`config.mk`:
```
export PLATFORM = sky130hd
export DESIGN_NAME = morse_encoder_flat
export DESIGN_NICKNAME = d
export VERILOG_FILES = /design/src/rtl/morse_pkg.sv /design/src/rtl/morse_encoder_if.sv /design/src/rtl/morse_code_rom.sv /design/src/rtl/morse_encoder.sv /design/src/flat_wrapper.sv
export SDC_FILE = /design/constraint.sdc
export NUM_CORES = 1
export LEC_CHECK = 0
export ABC_AREA = 0
export BUFFER_PORTS_ARGS = -buffer_cell sky130_fd_sc_hd__buf_2
export CORE_ASPECT_RATIO = 1.75
export CORE_MARGIN = 2
export CORE_UTILIZATION = 56
export CTS_CLUSTER_DIAMETER = 150
export CTS_CLUSTER_SIZE = 30
export DETAILED_ROUTE_END_ITERATION = 6
export PLACE_DENSITY = 0.76
export SLEW_MARGIN = 30
export SYNTH_ARGS = -nofsm -noshare
export SYNTH_HDL_FRONTEND = slang
export SYNTH_SLANG_ARGS = --single-unit
```
`constraint.sdc`:
```
create_clock -name clk -period 2.6 [get_ports clk]
set_input_delay 0.13 -clock clk [delete_from_list [all_inputs] [get_ports clk]]
set_output_delay 0.13 -clock clk [all_outputs]
set_load 0.1 [all_outputs]
```
`src/rtl/morse_pkg.sv`:
```
// Shared Morse definitions for the encoder and the receiver.
// Contents: FSM states, unit lengths, the code-entry layout and the ASCII ranges.
package morse_pkg;

  typedef enum logic [1:0] {
    IDLE,
    MARK,
    SPACE,
    GAP
  } state_e;

  localparam int DOT_UNITS  = 1;
  localparam int DASH_UNITS = 3;

  // pat is right-aligned: element i of len is pat[len-1-i]; 1 = dash, 0 = dot.
  // A valid entry with len == 0 means ASCII space (word gap only).
  typedef struct packed {
    logic [2:0] len;
    logic [4:0] pat;
  } code_t;

  localparam logic [7:0] ASC_SPACE    = 8'h20;
  localparam logic [7:0] ASC_DIG_LO   = 8'h30;
  localparam logic [7:0] ASC_DIG_HI   = 8'h39;
  localparam logic [7:0] ASC_UP_LO    = 8'h41;
  localparam logic [7:0] ASC_UP_HI    = 8'h5A;
  localparam logic [7:0] ASC_LO_LO    = 8'h61;
  localparam logic [7:0] ASC_LO_HI    = 8'h7A;
  localparam logic [7:0] ASC_CASE_OFS = 8'h20;

  // Unit-counter load value for a mark: the counter runs down to 0.
  function automatic logic [2:0] mark_last(input logic dash);
    return dash ? 3'(DASH_UNITS - 1) : 3'(DOT_UNITS - 1);
  endfunction

endpackage

```
`src/rtl/morse_encoder_if.sv`:
```
// Character-in / Morse-line-out bundle of the Morse encoder.
// State is exported for debug and checker binding.
interface morse_encoder_if;
  import morse_pkg::*;

  // char_in transfers on a rising clk edge where char_valid && char_ready are both 1;
  // char_in is only sampled on that edge, and char_valid may stay high across transfers.
  logic [7:0] char_in;
  logic       char_valid;
  logic       char_ready;
  logic       serial_out;
  logic       busy;
  logic       err;
  state_e     state;

  modport master (
    output char_in, char_valid,
    input  char_ready, serial_out, busy, err, state
  );

  modport slave (
    input  char_in, char_valid,
    output char_ready, serial_out, busy, err, state
  );

endinterface

```
`src/rtl/morse_code_rom.sv`:
```
// Combinational ASCII -> {valid, len, pat} Morse lookup.
// Define MORSE_LOWERCASE_EN to fold a-z onto A-Z before the lookup.
module morse_code_rom
  import morse_pkg::*;
(
  input  logic [7:0] ch,
  output logic       valid,
  output code_t      code
);

  logic [7:0] c;

  always_comb begin
    c = ch;
`ifdef MORSE_LOWERCASE_EN
    if (ch >= ASC_LO_LO && ch <= ASC_LO_HI) c = ch - ASC_CASE_OFS;
`endif
  end

  always_comb begin
    valid = 1'b1;
    code  = '0;
    if (c == ASC_SPACE) begin
      code = '0;
    end else if (c >= ASC_DIG_LO && c <= ASC_DIG_HI) begin
      // Digits: d<=5 is d dots then dashes, d>5 is (d-5) dashes then dots.
      code.len = 3'd5;
      code.pat = (c[3:0] <= 4'd5) ? (5'b11111 >> c[3:0])
                                  : (5'b11111 << (4'd10 - c[3:0]));
    end else if (c >= ASC_UP_LO && c <= ASC_UP_HI) begin
      case (c)
        8'h41:   code = '{3'd2, 5'b00001};  // A .-
        8'h42:   code = '{3'd4, 5'b01000};  // B -...
        8'h43:   code = '{3'd4, 5'b01010};  // C -.-.
        8'h44:   code = '{3'd3, 5'b00100};
        8'h45:   code = '{3'd1, 5'b00000};
        8'h46:   code = '{3'd4, 5'b00010};
        8'h47:   code = '{3'd3, 5'b00110};
        8'h48:   code = '{3'd4, 5'b00000};
        8'h49:   code = '{3'd2, 5'b00000};
        8'h4A:   code = '{3'd4, 5'b00111};
        8'h4B:   code = '{3'd3, 5'b00101};
        8'h4C:   code = '{3'd4, 5'b00100};
        8'h4D:   code = '{3'd2, 5'b00011};
        8'h4E:   code = '{3'd2, 5'b00010};
        8'h4F:   code = '{3'd3, 5'b00111};
        8'h50:   code = '{3'd4, 5'b00110};
        8'h51:   code = '{3'd4, 5'b01101};
        8'h52:   code = '{3'd3, 5'b00010};
        8'h53:   code = '{3'd3, 5'b00000};
        8'h54:   code = '{3'd1, 5'b00001};
        8'h55:   code = '{3'd3, 5'b00001};
        8'h56:   code = '{3'd4, 5'b00001};
        8'h57:   code = '{3'd3, 5'b00011};
        8'h58:   code = '{3'd4, 5'b01001};
        8'h59:   code = '{3'd4, 5'b01011};
        default: code = '{3'd4, 5'b01100};  // Z --..
      endcase
    end else begin
      valid = 1'b0;
    end
  end

endmodule

```
`src/rtl/morse_encoder.sv`:
```
// Serialises one ASCII character per handshake onto a Morse on/off line.
// Optional lowercase support is selected by MORSE_LOWERCASE_EN (see morse_code_rom).
module morse_encoder
  import morse_pkg::*;
#(
  parameter int UNIT_CYCLES = 1,
  parameter int ELEM_GAP    = 2,
  parameter int CHAR_GAP    = 3,
  parameter int WORD_GAP    = 7
) (
  input  logic            clk,
  input  logic            rst_n,
  morse_encoder_if.slave  bus
);

  localparam int             PW        = (UNIT_CYCLES > 1) ? $clog2(UNIT_CYCLES) : 1;
  localparam logic [PW-1:0]  PRE_LAST  = PW'(UNIT_CYCLES - 1);
  localparam logic [2:0]     ELEM_LAST = 3'(ELEM_GAP - 1);
  localparam logic [2:0]     CHAR_LAST = 3'(CHAR_GAP - 1);
  localparam logic [2:0]     WORD_LAST = 3'(WORD_GAP - 1);

  state_e        state_q, state_d;
  logic [PW-1:0] pre_q, pre_d;
  logic [2:0]    units_q, units_d;
  logic [2:0]    elem_q, elem_d;
  logic [4:0]    pat_q, pat_d;
  logic          serial_q, serial_d;
  logic          err_q, err_d;

  logic  rom_valid;
  code_t rom_code;
  logic  ready_w;
  logic  accept;

  morse_code_rom u_rom (
    .ch    (bus.char_in),
    .valid (rom_valid),
    .code  (rom_code)
  );

  assign ready_w = (state_q == IDLE) && rst_n;
  assign accept  = bus.char_valid && ready_w;

  always_comb begin
    state_d = state_q;
    pre_d   = pre_q;
    units_d = units_q;
    elem_d  = elem_q;
    pat_d   = pat_q;
    err_d   = 1'b0;
    case (state_q)
      IDLE: begin
        pre_d = '0;
        if (accept) begin
          if (!rom_valid) begin
            err_d = 1'b1;
          end else if (rom_code.len == 3'd0) begin
            state_d = GAP;
            units_d = WORD_LAST;
          end else begin
            state_d = MARK;
            pat_d   = rom_code.pat;
            elem_d  = rom_code.len - 3'd1;
            units_d = mark_last(rom_code.pat[rom_code.len - 3'd1]);
          end
        end
      end
      default: begin
        // units_q holds the units left after the current one; act on the last clock of a unit.
        if (pre_q != PRE_LAST) begin
          pre_d = pre_q + 1'b1;
        end else begin
          pre_d = '0;
          if (units_q != 3'd0) begin
            units_d = units_q - 3'd1;
          end else begin
            case (state_q)
              MARK: begin
                if (elem_q != 3'd0) begin
                  state_d = SPACE;
                  units_d = ELEM_LAST;
                  elem_d  = elem_q - 3'd1;
                end else begin
                  state_d = GAP;
                  units_d = CHAR_LAST;
                end
              end
              SPACE: begin
                state_d = MARK;
                units_d = mark_last(pat_q[elem_q]);
              end
              default: state_d = IDLE;
            endcase
          end
        end
      end
    endcase
    serial_d = (state_d == MARK);
  end

  always_ff @(posedge clk or negedge rst_n) begin
    if (!rst_n) begin
      state_q  <= IDLE;
      pre_q    <= '0;
      units_q  <= '0;
      elem_q   <= '0;
      pat_q    <= '0;
      serial_q <= 1'b0;
      err_q    <= 1'b0;
    end else begin
      state_q  <= state_d;
      pre_q    <= pre_d;
      units_q  <= units_d;
      elem_q   <= elem_d;
      pat_q    <= pat_d;
      serial_q <= serial_d;
      err_q    <= err_d;
    end
  end

  assign bus.char_ready = ready_w;
  assign bus.serial_out = serial_q;
  assign bus.busy       = (state_q != IDLE);
  assign bus.err        = err_q;
  assign bus.state      = state_q;

endmodule

```
`src/flat_wrapper.sv`:
```
// flat-port wrapper written by rule: the top's interface ports become plain ports
module morse_encoder_flat import morse_pkg::*;
#(
  parameter int UNIT_CYCLES = 1,
  parameter int ELEM_GAP    = 2,
  parameter int CHAR_GAP    = 3,
  parameter int WORD_GAP    = 7
)
  (clk, rst_n, bus_char_in, bus_char_valid, bus_char_ready, bus_serial_out, bus_busy, bus_err, bus_state);
  morse_encoder_if bus_i ();
  input  logic clk;
  input  logic rst_n;
  input wire logic [$bits(bus_i.char_in)-1:0] bus_char_in;
  input wire logic [$bits(bus_i.char_valid)-1:0] bus_char_valid;
  output wire logic [$bits(bus_i.char_ready)-1:0] bus_char_ready;
  output wire logic [$bits(bus_i.serial_out)-1:0] bus_serial_out;
  output wire logic [$bits(bus_i.busy)-1:0] bus_busy;
  output wire logic [$bits(bus_i.err)-1:0] bus_err;
  output wire logic [$bits(bus_i.state)-1:0] bus_state;
  assign bus_i.char_in = bus_char_in;
  assign bus_i.char_valid = bus_char_valid;
  assign bus_char_ready = bus_i.char_ready;
  assign bus_serial_out = bus_i.serial_out;
  assign bus_busy = bus_i.busy;
  assign bus_err = bus_i.err;
  assign bus_state = bus_i.state;
  morse_encoder #(.UNIT_CYCLES(UNIT_CYCLES), .ELEM_GAP(ELEM_GAP), .CHAR_GAP(CHAR_GAP), .WORD_GAP(WORD_GAP)) u_core (.clk(clk), .rst_n(rst_n), .bus(bus_i));
endmodule
```
==> metrics.csv, run 1 <==
metric,value,unit
grt_overflow_total,0,
finalHoldViolations,0,
end_kind,flop,
syn_to_final_growth,33.0,%
synth-edff-count,0,
hold_path_end,u_core.bus.err$_DFF_PN0_,
max_stage_delay,0.32,ns
reg2reg_depth,6,
dp_hpwl,4220,um
grt_max_degree,16,
min_path_type,input port to flop,
final_common_cell,buf_4,
finClkSkew,0.00376,ns
fp.coreArea,3070,um2
portBuffers,16,
grtUsageMet2,54.6,%
wire_per_inst,16.0,um
rrSetupSlack,0.34,ns
htreeDepth,1,
power_density,711,nW/um2
r2r-end,u_core.units_q[1]$_DFFE_PN0P_,
vias_per_cell,5.98,
antenna_cells,0,
cts_setup_buffers,0,
nFillCells,259,
drt-initial-drc-count,63,
tightest_slew,0.504,ns
cts_made_buffers,3,
clk_pin_slew,0.06,ns
hold_ws,0.247,ns
num_io_pins,17,
critPathKind,input port to flop,
cap_violations,0,
clock_latency,0.25,ns
status,finished clean,
syn-num-nets,258,
die_y,78.4,um
critical_path.cell_chain,"buf_2, buf_6, ha_4, buf_12, nand2_1, nor2_1, a211oi_2, a31oi_2, o211ai_1, a21oi_1, ha_1, nor4_1, a2111o_1, a41o_1, o32a_1",
worstReg2RegStart,u_core.elem_q[0]$_DFFE_PN0P_,
post-route-cell-area,2350,um2
grt_pass1_vias,1916,
ys_ff_latch,15,
crit_arrival,2.63,ns
synth_flop_cell,dfrtp_1,
clock_path_buffers,2,
die-area,3640,um2
synth_cell_types,57,
antenna_found_initial,0,
start_util,57.5,%
vias,1967,
cts_tree,yes,
pre_cts_slack,-0.253,ns
ctsRootBufferMaster,clkbuf_8,
hold_path_depth,3,
setup-violations-final,0,
relSlewSlack,66.3,%
async_reset_ff_share,100,%
p_leak,1.03,nW
start_kind,input port,
netlist_area,1770,um2
final_util,76.5,%
min_period,2.49,ns
synth_warnings,0,
drive_gt1_share,32.9,%
avgSynthCellArea,7.66,um2
fin_crit_sh,95.8,%
gr-usage-met3,3.22,%
max_freq,402,MHz
seq_area_frac_synth,21.2,%
maxSlewViolCount,0,
track_usage,31.4,%
wirelength,5270,um
routabilityCongestion,0.966,
rsz0062_at_grt,false,
placed_area,2250,um2
final_cell_mix,"buf_4, nand2_1, nor2_1, a21oi_1, o21ai_0",
grt_pass1_wl,8440,um
slowest_stage,ha_1,
die_w,46.5,um
finalWorstSetupSlack,0.110,ns
hp-start,bus_char_valid,
critPathMaxFanout,8,
synth_cells,231,
route.detailed.drc,0,
fin_nets,314,
grtUsageMet1,30.9,%
dr.pass1.iters,4,
vdd_drop_max,0.661,mV
grt-busiest-layer,met2,
cts_num_sinks,15,
final_antenna_net_count,0,
required,2.74,ns
rows,27,
-- sequential cells by signal (all words and copies together) (netlist names) --
name	count
u_core.bus.serial_out	1
u_core.pat_q	5
u_core.bus.state	2
u_core.bus.err	1
u_core.units_q	3
u_core.elem_q	3
-- report_power, final --
| group | internal, W | switching (W) | leakage [nW] |
|---|---|---|---|
| clock network | 0.000109 | 0.0000860 | 0.0228 |
| registers | 0.000312 | 0.0000632 | 0.193 |
| logic | 0.000388 | 0.000714 | 0.810 |
-- per-stage QoR --
stage	cells	setup TNS, ns	total power [W]
final	329	0	0.00167
after global routing	329	0	0.00178
after CTS	329	0	0.00165
after detailed placement	324	-0.942	0.00146
after global placement	324	-0.511	0.00144
after floorplan	231	0	0.00120
-- cells in the mapped netlist, types with 5 or more instances --
master | count | area share, %
nand2_1 | 26 | 5.5
ha_1 | 16 | 11
nor2_1 | 20 | 4.2
inv_1 | 18 | 3.8
mux2i_1 | 5 | 2.8
nand2b_1 | 7 | 2.5
o21ai_0 | 18 | 5.1
nor2b_1 | 5 | 1.8
dfrtp_1 | 15 | 21
o22ai_1 | 7 | 2.5
a21oi_1 | 21 | 5.9
clkbuf_1 | 5 | 1.1
-- per-layer routing --
layer | wire length [um] | vias to the layer above | part of all wire (%)
met5 | 0 | - | 0
met4 | 449 | 0 | 8.5
met3 | 155 | 36 | 2.9
met2 | 2830 | 71 | 54
met1 | 1830 | 903 | 35
li1 | - | 957 | -
-- final cells by class --
type                    instances  area [um2]  area share (%)
inverters                      19        80.1            3.40
flip-flops and latches         15         383            16.3
well taps                      43        53.8            2.29
clock buffers                   4        45.0            1.91
multi-input cells             187        1340            57.0
repair buffers                 61         449            19.1
-- worst max path at each step --
stage / depth (start not counted) / to / start
after detailed placement: 13 / u_core.units_q[1]$_DFFE_PN0P_ / bus_char_in[0]
after global routing: 15 / u_core.units_q[1]$_DFFE_PN0P_ / bus_char_in[0]
final: 15 / u_core.units_q[1]$_DFFE_PN0P_ / bus_char_in[0]
after floorplan: 14 / u_core.units_q[1]$_DFFE_PN0P_ / bus_char_in[0]
after CTS: 13 / u_core.units_q[1]$_DFFE_PN0P_ / bus_char_in[0]
after global placement: 14 / u_core.units_q[1]$_DFFE_PN0P_ / bus_char_in[0]
-- timing repair --
action                                  in CTS  in global routing
endpoints found under the setup margin       0                  7
hold endpoints to repair                    15                  0
gates resized for setup                      0                  8
hold buffers                                 1                  0
-- kinds of logic after synthesis --
logic type	share of synthesized area, %
AND/OR/NAND/NOR	26.2
flip-flops	21.2
multiplexers	4.74
buffers and inverters	7.00
XOR/XNOR	0.495
AO/OA/AOI/OAI	29.1
adder cells (fa/ha/maj)	11.3
-- worst max-delay path, delay by kind of cell --
| kind | cells | cell delay [ns] |
|---|---|---|
| fa+ha+maj | 2 | 0.50 |
| compound gates | 7 | 1.42 |
| simple gates | 3 | 0.18 |
| buf+inv | 3 | 0.38 |
Note: power is estimated with default switching activity, not from simulation.
==> run 2, diff against run 1 <==
==> constraint.sdc (replaced) <==
create_clock -name clk -period 2.6 [get_ports clk]
set_input_delay 0.52 -clock clk [delete_from_list [all_inputs] [get_ports clk]]
set_output_delay 0.52 -clock clk [all_outputs]
set_load 0.1 [all_outputs]
==> run 2 against run 1 <==
  * The flow now finishes with violations (setup timing)
  * Fmax decreased by 8.7%
  * Via count increased by 13%
  * Die area unchanged
  * Routed wire length increased by 29%
  * Cell count increased by 7.3%
  * Count of clock-buffer cells in the layout decreased by 1
  * Worst setup slack got worse by 0.24 ns
  * Total power increased by 4.5%
  * Highest routed layer unchanged
==> metrics.csv, run 2 (synthesized netlist as in run 1, its figures left out) <==
metric,value,unit,change
min_path_type,input port to async pin,,was input port to flop
path_buf_inv,4,,was 3
routabilityCongestion,0.966,,about the same
max_stage_delay,0.29,ns,was 0.32 ns
max_freq,367,MHz,was 402 MHz
final_common_cell,buf_4,,unchanged
grt_pass1_wl,10500,um,was 8440 um
required,2.74,ns,about the same
grt_pass1_vias,2318,,"was 1,916"
die_y,78.4,um,unchanged
p_sw,0.000914,W,was 0.000863 W
end_kind,flop,,unchanged
intPower,0.000833,W,was 0.000809 W
reg2reg_depth,10,,was 6
num_io_pins,17,,unchanged
vias,2220,,"was 1,967"
final_cell_mix,"buf_4, nand2_1, nor2_1, inv_1, a21oi_1",,"was buf_4, nand2_1, nor2_1, a21oi_1, o21ai_0"
vias_per_cell,6.29,,was 5.98
status,"finished, violations left",,was finished clean
largest_reg_flops,5,,unchanged
cts_num_sinks,15,,unchanged
cts_made_buffers,3,,unchanged
critical_path.cell_chain,"buf_12, inv_8, ha_4, buf_12, buf_6, mux2i_1, nor2_1, a21oi_2, o211ai_1, a21oi_4, ha_4, nor4_1, a2111o_1, a41o_1, o32a_1",,"was buf_2, buf_6, ha_4, buf_12, nand2_1, nor2_1, a211oi_2, a31oi_2, o211ai_1, a21oi_1, ha_1, nor4_1, a2111o_1, a41o_1, o32a_1"
rsz0062_at_grt,true,,was false
pwr-share-comb,67.9,%,was 65.9%
vdd_drop_max,0.780,mV,was 0.661 mV
pre_cts_slack,-0.450,ns,was -0.253 ns
drive_gt1_share,44.8,%,was 32.9%
clock_latency,0.25,ns,about the same
hold_ws,0.220,ns,was 0.247 ns
min_period,2.73,ns,was 2.49 ns
die_w,46.5,um,unchanged
antenna_cells,0,,unchanged
drt-initial-drc-count,60,,was 63
fin_nets,338,,was 314
violations,setup timing,,
htreeDepth,1,,unchanged
wirelength,6800,um,was 5270 um
dp_hpwl,4450,um,was 4220 um
die-area,3640,um2,unchanged
p_leak,1.22,nW,was 1.03 nW
cts_tree,yes,,unchanged
route.detailed.drc,0,,unchanged
crit_arrival,2.86,ns,was 2.63 ns
clock_path_buffers,2,,unchanged
start_util,57.5,%,unchanged
final.setup.tns,-0.234,ns,was 0 ns
maxSlewViolCount,0,,unchanged
clk_pin_slew,0.06,ns,about the same
postCtsHoldBufs,0,,was 1
grt_max_degree,16,,unchanged
power_density,641,nW/um2,was 711 nW/um2
power_frac_clock,10.9,%,was 11.6%
portBuffers,16,,unchanged
critPathMaxFanout,7,,was 8
antenna_found_initial,0,,unchanged
path_depth,15,,unchanged
fin_crit_sh,105,%,was 95.8%
crit_family,compound AO/OA/AOI/OAI gates,,unchanged
rows,27,,unchanged
largest_registers,"u_core.pat_q x5, u_core.elem_q x3, u_core.units_q x3",,unchanged
fp.coreArea,3070,um2,unchanged
wire_per_inst,19.3,um,was 16.0 um
ctsRootBufferMaster,clkbuf_8,,unchanged
dr.pass1.iters,5,,was 4
cap_violations,0,,unchanged
syn_to_final_growth,54.0,%,was 33.0%
nFillCells,166,,was 259
grt_overflow_total,0,,unchanged
swShare,52.3,%,was 51.6%
start_kind,input port,,unchanged
finalHoldViolations,0,,unchanged
finClkSkew,0.00419,ns,was 0.00376 ns
regMostFlops,u_core.pat_q,,unchanged
slowest_stage,ha_4,,was ha_1
critPathKind,input port to flop,,unchanged
tightest_slew,0.666,ns,was 0.504 ns
track_usage,39.7,%,was 31.4%
seqPwrFrac,21.2,%,was 22.5%
setup-violations-final,5,,was 0
final_antenna_net_count,0,,unchanged
relSlewSlack,54.9,%,was 66.3%
finalWorstSetupSlack,-0.128,ns,was 0.110 ns
[run 2: cell types whose count changed in the layout (fill, tap and decap cells not counted), moves of 4 or more]
cell     before  now
a21oi_1      19   15
buf_2        16   12
buf_4        41   64
buf_6         1    5
nor2_1       20   16
o21ai_0      18   13
[run 2: through the flow]
stage	total power, W	utilization [%]	cells	instance area (um2)
floorplan	0.00115	-	231	1910
global placement	0.00140	78.6	341	2420
detailed placement	0.00143	78.6	341	2420
CTS	0.00167	87.1	353	2680
global route	0.00185	88.6	353	2720
finish	0.00175	88.6	353	2720
[run 2: path summary, 6_finish.rpt]
path                                               startpoint                       endpoint  slack (ns)
worst max-delay path                           bus_char_in[1]  u_core.units_q[1]$_DFFE_PN0P_       -0.13
worst min-delay path                                    rst_n  u_core.units_q[1]$_DFFE_PN0P_        0.22
worst max register to register  u_core.bus.state[0]$_DFF_PN0_  u_core.units_q[1]$_DFFE_PN0P_        0.17
worst min register to register    u_core.pat_q[2]$_DFFE_PN0P_    u_core.pat_q[2]$_DFFE_PN0P_        0.50
max in group asynchronous                               rst_n  u_core.bus.state[1]$_DFF_PN0_        2.19
min in group clk                  u_core.pat_q[2]$_DFFE_PN0P_    u_core.pat_q[2]$_DFFE_PN0P_        0.50
[run 2: layer usage]
metal / wire, um / GRT usage [%] / up-vias
met5: 0 / 0 / -
met4: 533 / 32.6 / 0
met3: 299 / 7.36 / 51
met2: 3790 / 71.1 / 105
met1: 2170 / 34.3 / 1056
li1: - / - / 1008
[run 2: repair_timing]
| action | in CTS | in global routing |
|---|---|---|
| gates resized for setup | 32 | 15 |
| buffers inserted | 7 | 0 |
| gates cloned | 1 | 0 |
| pin swaps | 15 | 7 |
| endpoints found under the setup margin | 11 | 13 |
[run 2: cell type report]
class                      instances  area (um2)  share of cell area, %
clock buffer                       3        41.3                   1.52
clock inverter                     1        5.00                  0.184
inverter                          19        86.3                   3.17
multi-input combinational        188        1500                   55.2
sequential                        15         378                   13.9
tap                               43        53.8                   1.98
timing repair buffer              84         657                   24.1
[run 2: power by group through the flow]
stage | combinational [W] | clock, W | sequential (W)
2_1_floorplan | 0.000621 | 0 | 0.000528
3_3_place_gp | 0.00104 | 0 | 0.000364
3_5_place_dp | 0.00106 | 0 | 0.000367
4_1_cts | 0.00112 | 0.000189 | 0.000363
5_1_grt | 0.00127 | 0.000201 | 0.000380
6_report | 0.00119 | 0.000190 | 0.000371
==> run 3, diff against run 2 <==
--- a/config.mk
+++ b/config.mk
@@ -6,15 +6,16 @@
 export NUM_CORES = 1
 export LEC_CHECK = 0
 export ABC_AREA = 0
-export BUFFER_PORTS_ARGS = -buffer_cell sky130_fd_sc_hd__buf_2
 export CORE_ASPECT_RATIO = 1.75
 export CORE_MARGIN = 2
 export CORE_UTILIZATION = 56
 export CTS_CLUSTER_DIAMETER = 150
 export CTS_CLUSTER_SIZE = 30
 export DETAILED_ROUTE_END_ITERATION = 6
-export PLACE_DENSITY = 0.76
+export DONT_BUFFER_PORTS = 1
+export PLACE_DENSITY = 0.71
 export SLEW_MARGIN = 30
 export SYNTH_ARGS = -nofsm -noshare
 export SYNTH_HDL_FRONTEND = slang
+export SYNTH_HIERARCHICAL = 1
 export SYNTH_SLANG_ARGS = --single-unit
==> run 3 against run 2 <==
  * Worst setup slack improved by 0.23 ns
  * Clock power up 4%
  * Critical path type unchanged
  * The flow now finishes without violations
  * Count of clock-buffer cells in the layout unchanged
==> metrics.csv, run 3 <==
metric,value,unit,change
hold_ws,0.365,ns,was 0.220 ns
end_kind,flop,,unchanged
placed_area,2190,um2,was 2420 um2
num_io_pins,17,,unchanged
cts_tree,yes,,unchanged
ys_ff_latch,15,,unchanged
place_inst,300,,was 341
start_kind,input port,,unchanged
htreeDepth,1,,unchanged
wl_met2,2940,um,was 3790 um
drive_gt1_share,31.9,%,was 44.8%
setup-violations-final,0,,was 5
rows,28,,was 27
p_leak,1.00,nW,was 1.22 nW
avgSynthCellArea,8.33,um2,was 7.66 um2
wirelength,5000,um,was 6800 um
synth_cells,234,,was 231
synth_most_common_cell,nor2_1,,was nand2_1
regMostFlops,u_core/pat_q,,was u_core.pat_q
finalNonFillerCells,305,,was 353
grt_pass1_vias,1826,,"was 2,318"
min_path_type,input port to flop,,was input port to async pin
total_power,0.00160,W,was 0.00175 W
drt-initial-drc-count,44,,was 60
yosysTopAreaCell,dfrtp_1,,unchanged
vias_per_cell,6.12,,was 6.29
min_period,2.50,ns,was 2.73 ns
synth_warnings,6,,was 0
wire_per_inst,16.4,um,was 19.3 um
die_y,82.1,um,was 78.4 um
seq_area_frac_synth,19.3,%,was 21.2%
final_common_cell,buf_4,,unchanged
die-area,3990,um2,was 3640 um2
relSlewSlack,42.7,%,was 54.9%
grt_pass1_wl,8030,um,"was 10,500 um"
cts_made_buffers,3,,unchanged
power_density,705,nW/um2,was 641 nW/um2
cap_violations,0,,unchanged
route.detailed.drc,0,,unchanged
ys_top_cells_by_count,"nor2_1, a21oi_1, inv_1",,"was nand2_1, a21oi_1, nor2_1"
portBuffers,0,,was 16
vias,1867,,"was 2,220"
die_w,48.6,um,was 46.5 um
routed.top_layer,met4,,unchanged
synth-edff-count,0,,unchanged
routabilityCongestion,0.954,,was 0.966
maxSlewViolCount,0,,unchanged
post-route-cell-area,2270,um2,was 2720 um2
synth_area_leaders,"dfrtp_1, ha_1, a21oi_1, nor2_1, mux2_2",,"was dfrtp_1, ha_1, a21oi_1, nand2_1, o21ai_0"
dp_hpwl,4040,um,was 4450 um
final_antenna_net_count,0,,unchanged
critPathKind,input port to flop,,unchanged
nFillCells,302,,was 166
syn_to_final_growth,16.6,%,was 54.0%
synth_flop_cell,dfrtp_1,,unchanged
final.setup.tns,0,ns,was -0.234 ns
fp.coreArea,3360,um2,was 3070 um2
final_cell_mix,"buf_4, nor2_1, a21oi_1, inv_1, nand2_1",,"was buf_4, nand2_1, nor2_1, inv_1, a21oi_1"
max_freq,401,MHz,was 367 MHz
wl_met3,122,um,was 299 um
met1Wirelength,1650,um,was 2170 um
largest_registers,"u_core/pat_q x5, u_core/elem_q x3, u_core/units_q x3",,"was u_core.pat_q x5, u_core.elem_q x3, u_core.units_q x3"
clock_path_buffers,2,,unchanged
critPathMaxFanout,6,,was 7
netlist_area,1950,um2,was 1770 um2
status,finished clean,,"was finished, violations left"
required,2.74,ns,about the same
antenna_cells,0,,unchanged
grt_overflow_total,0,,unchanged
syn-num-nets,262,,was 258
finalHoldViolations,0,,unchanged
crit_arrival,2.63,ns,was 2.86 ns
async_reset_ff_share,100,%,unchanged
clk_pin_slew,0.07,ns,was 0.06 ns
synth_cell_types,60,,was 57
fin_crit_sh,96.0,%,was 105%
clock_latency,0.25,ns,about the same
start_util,58.0,%,was 57.5%
ctsRootBufferMaster,clkbuf_8,,unchanged
dr.pass1.iters,4,,was 5
track_usage,26.4,%,was 39.7%
tightest_slew,0.860,ns,was 0.666 ns
finClkSkew,0.00410,ns,was 0.00419 ns
antenna_found_initial,0,,unchanged
largest_reg_flops,5,,unchanged
rsz0062_at_grt,false,,was true
cts_num_sinks,15,,unchanged
fin_nets,289,,was 338
vdd_drop_max,0.520,mV,was 0.780 mV
synth_top_area_share,19.3,%,was 21.2%
grt_max_degree,22,,was 16
==> run 3: report_power, final <==
part	leakage (nW)	internal (W)	switching [W]	total (W)
clock network	0.0217	0.000108	0.0000894	0.000197
registers	0.190	0.000300	0.000134	0.000434
logic	0.792	0.000366	0.000605	0.000971
==> run 3: logic make-up after synthesis <==
group | synth area share (%)
flip-flops | 19.3
adder cells (fa/ha/maj) | 10.9
XOR/XNOR | 0.899
multiplexers | 10.7
buffers and inverters | 10.5
AND/OR/NAND/NOR | 21.5
AO/OA/AOI/OAI | 26.2
==> run 3: worst max-delay path: stages <==
cell	delay, ns
inv_1	0.05
buf_4	0.14
ha_1	0.19
or2_1	0.28
nand2_1	0.13
a21oi_1	0.09
nor2_2	0.23
o21ai_0	0.19
and4_4	0.25
a32oi_2	0.23
a21oi_1	0.06
a211o_1	0.26
==> run 3: layout make-up <==
type / instances / area (um2) / area share (%)
multi-input combinational: 183 / 1420 / 62.4
sequential: 15 / 378 / 16.6
timing repair buffer: 37 / 293 / 12.9
inverter: 21 / 78.8 / 3.47
tap: 45 / 56.3 / 2.48
clock buffer: 3 / 41.3 / 1.82
clock inverter: 1 / 7.51 / 0.330
==> run 3: layer usage <==
metal,GRT usage (%),up-vias
met1,21.1,905
met2,55.9,47
met3,3.64,21
met4,20.0,0
met5,0,-
li1,-,894
==> run 3: timing repair <==
item | in CTS | in global routing
buffers inserted | 0 | 0
resized for setup | 0 | 8
endpoints found under the hold margin | 15 | 0
endpoints found under the setup margin | 0 | 6
hold buffers | 1 | 0
==> run 3: worst paths after layout <==
path,start,to,slack [ns],cells after the start
max,bus_char_in[0],u_core/elem_q[2]$_DFFE_PN0P_,0.10,12
min,bus_char_valid,u_core/bus.err$_DFF_PN0_,0.37,2
max reg2reg,u_core/bus.state[1]$_DFF_PN0_,u_core/elem_q[2]$_DFFE_PN0P_,0.68,7
min reg2reg,u_core/pat_q[3]$_DFFE_PN0P_,u_core/pat_q[3]$_DFFE_PN0P_,0.51,1
max in group asynchronous,rst_n,u_core/bus.state[1]$_DFF_PN0_,1.36,1
min in group asynchronous,rst_n,u_core/bus.err$_DFF_PN0_,0.75,1
==> run 3: metrics by stage <==
| stage | worst slack [ns] | util [%] |
|---|---|---|
| final | 0.104 | 67.6 |
| after global routing | 0.00622 | 67.6 |
| after CTS | 0.0738 | 66.8 |
| after detailed placement | -0.194 | 65.0 |
| after global placement | -0.197 | 65.0 |
| after floorplan | 0.00310 | - |
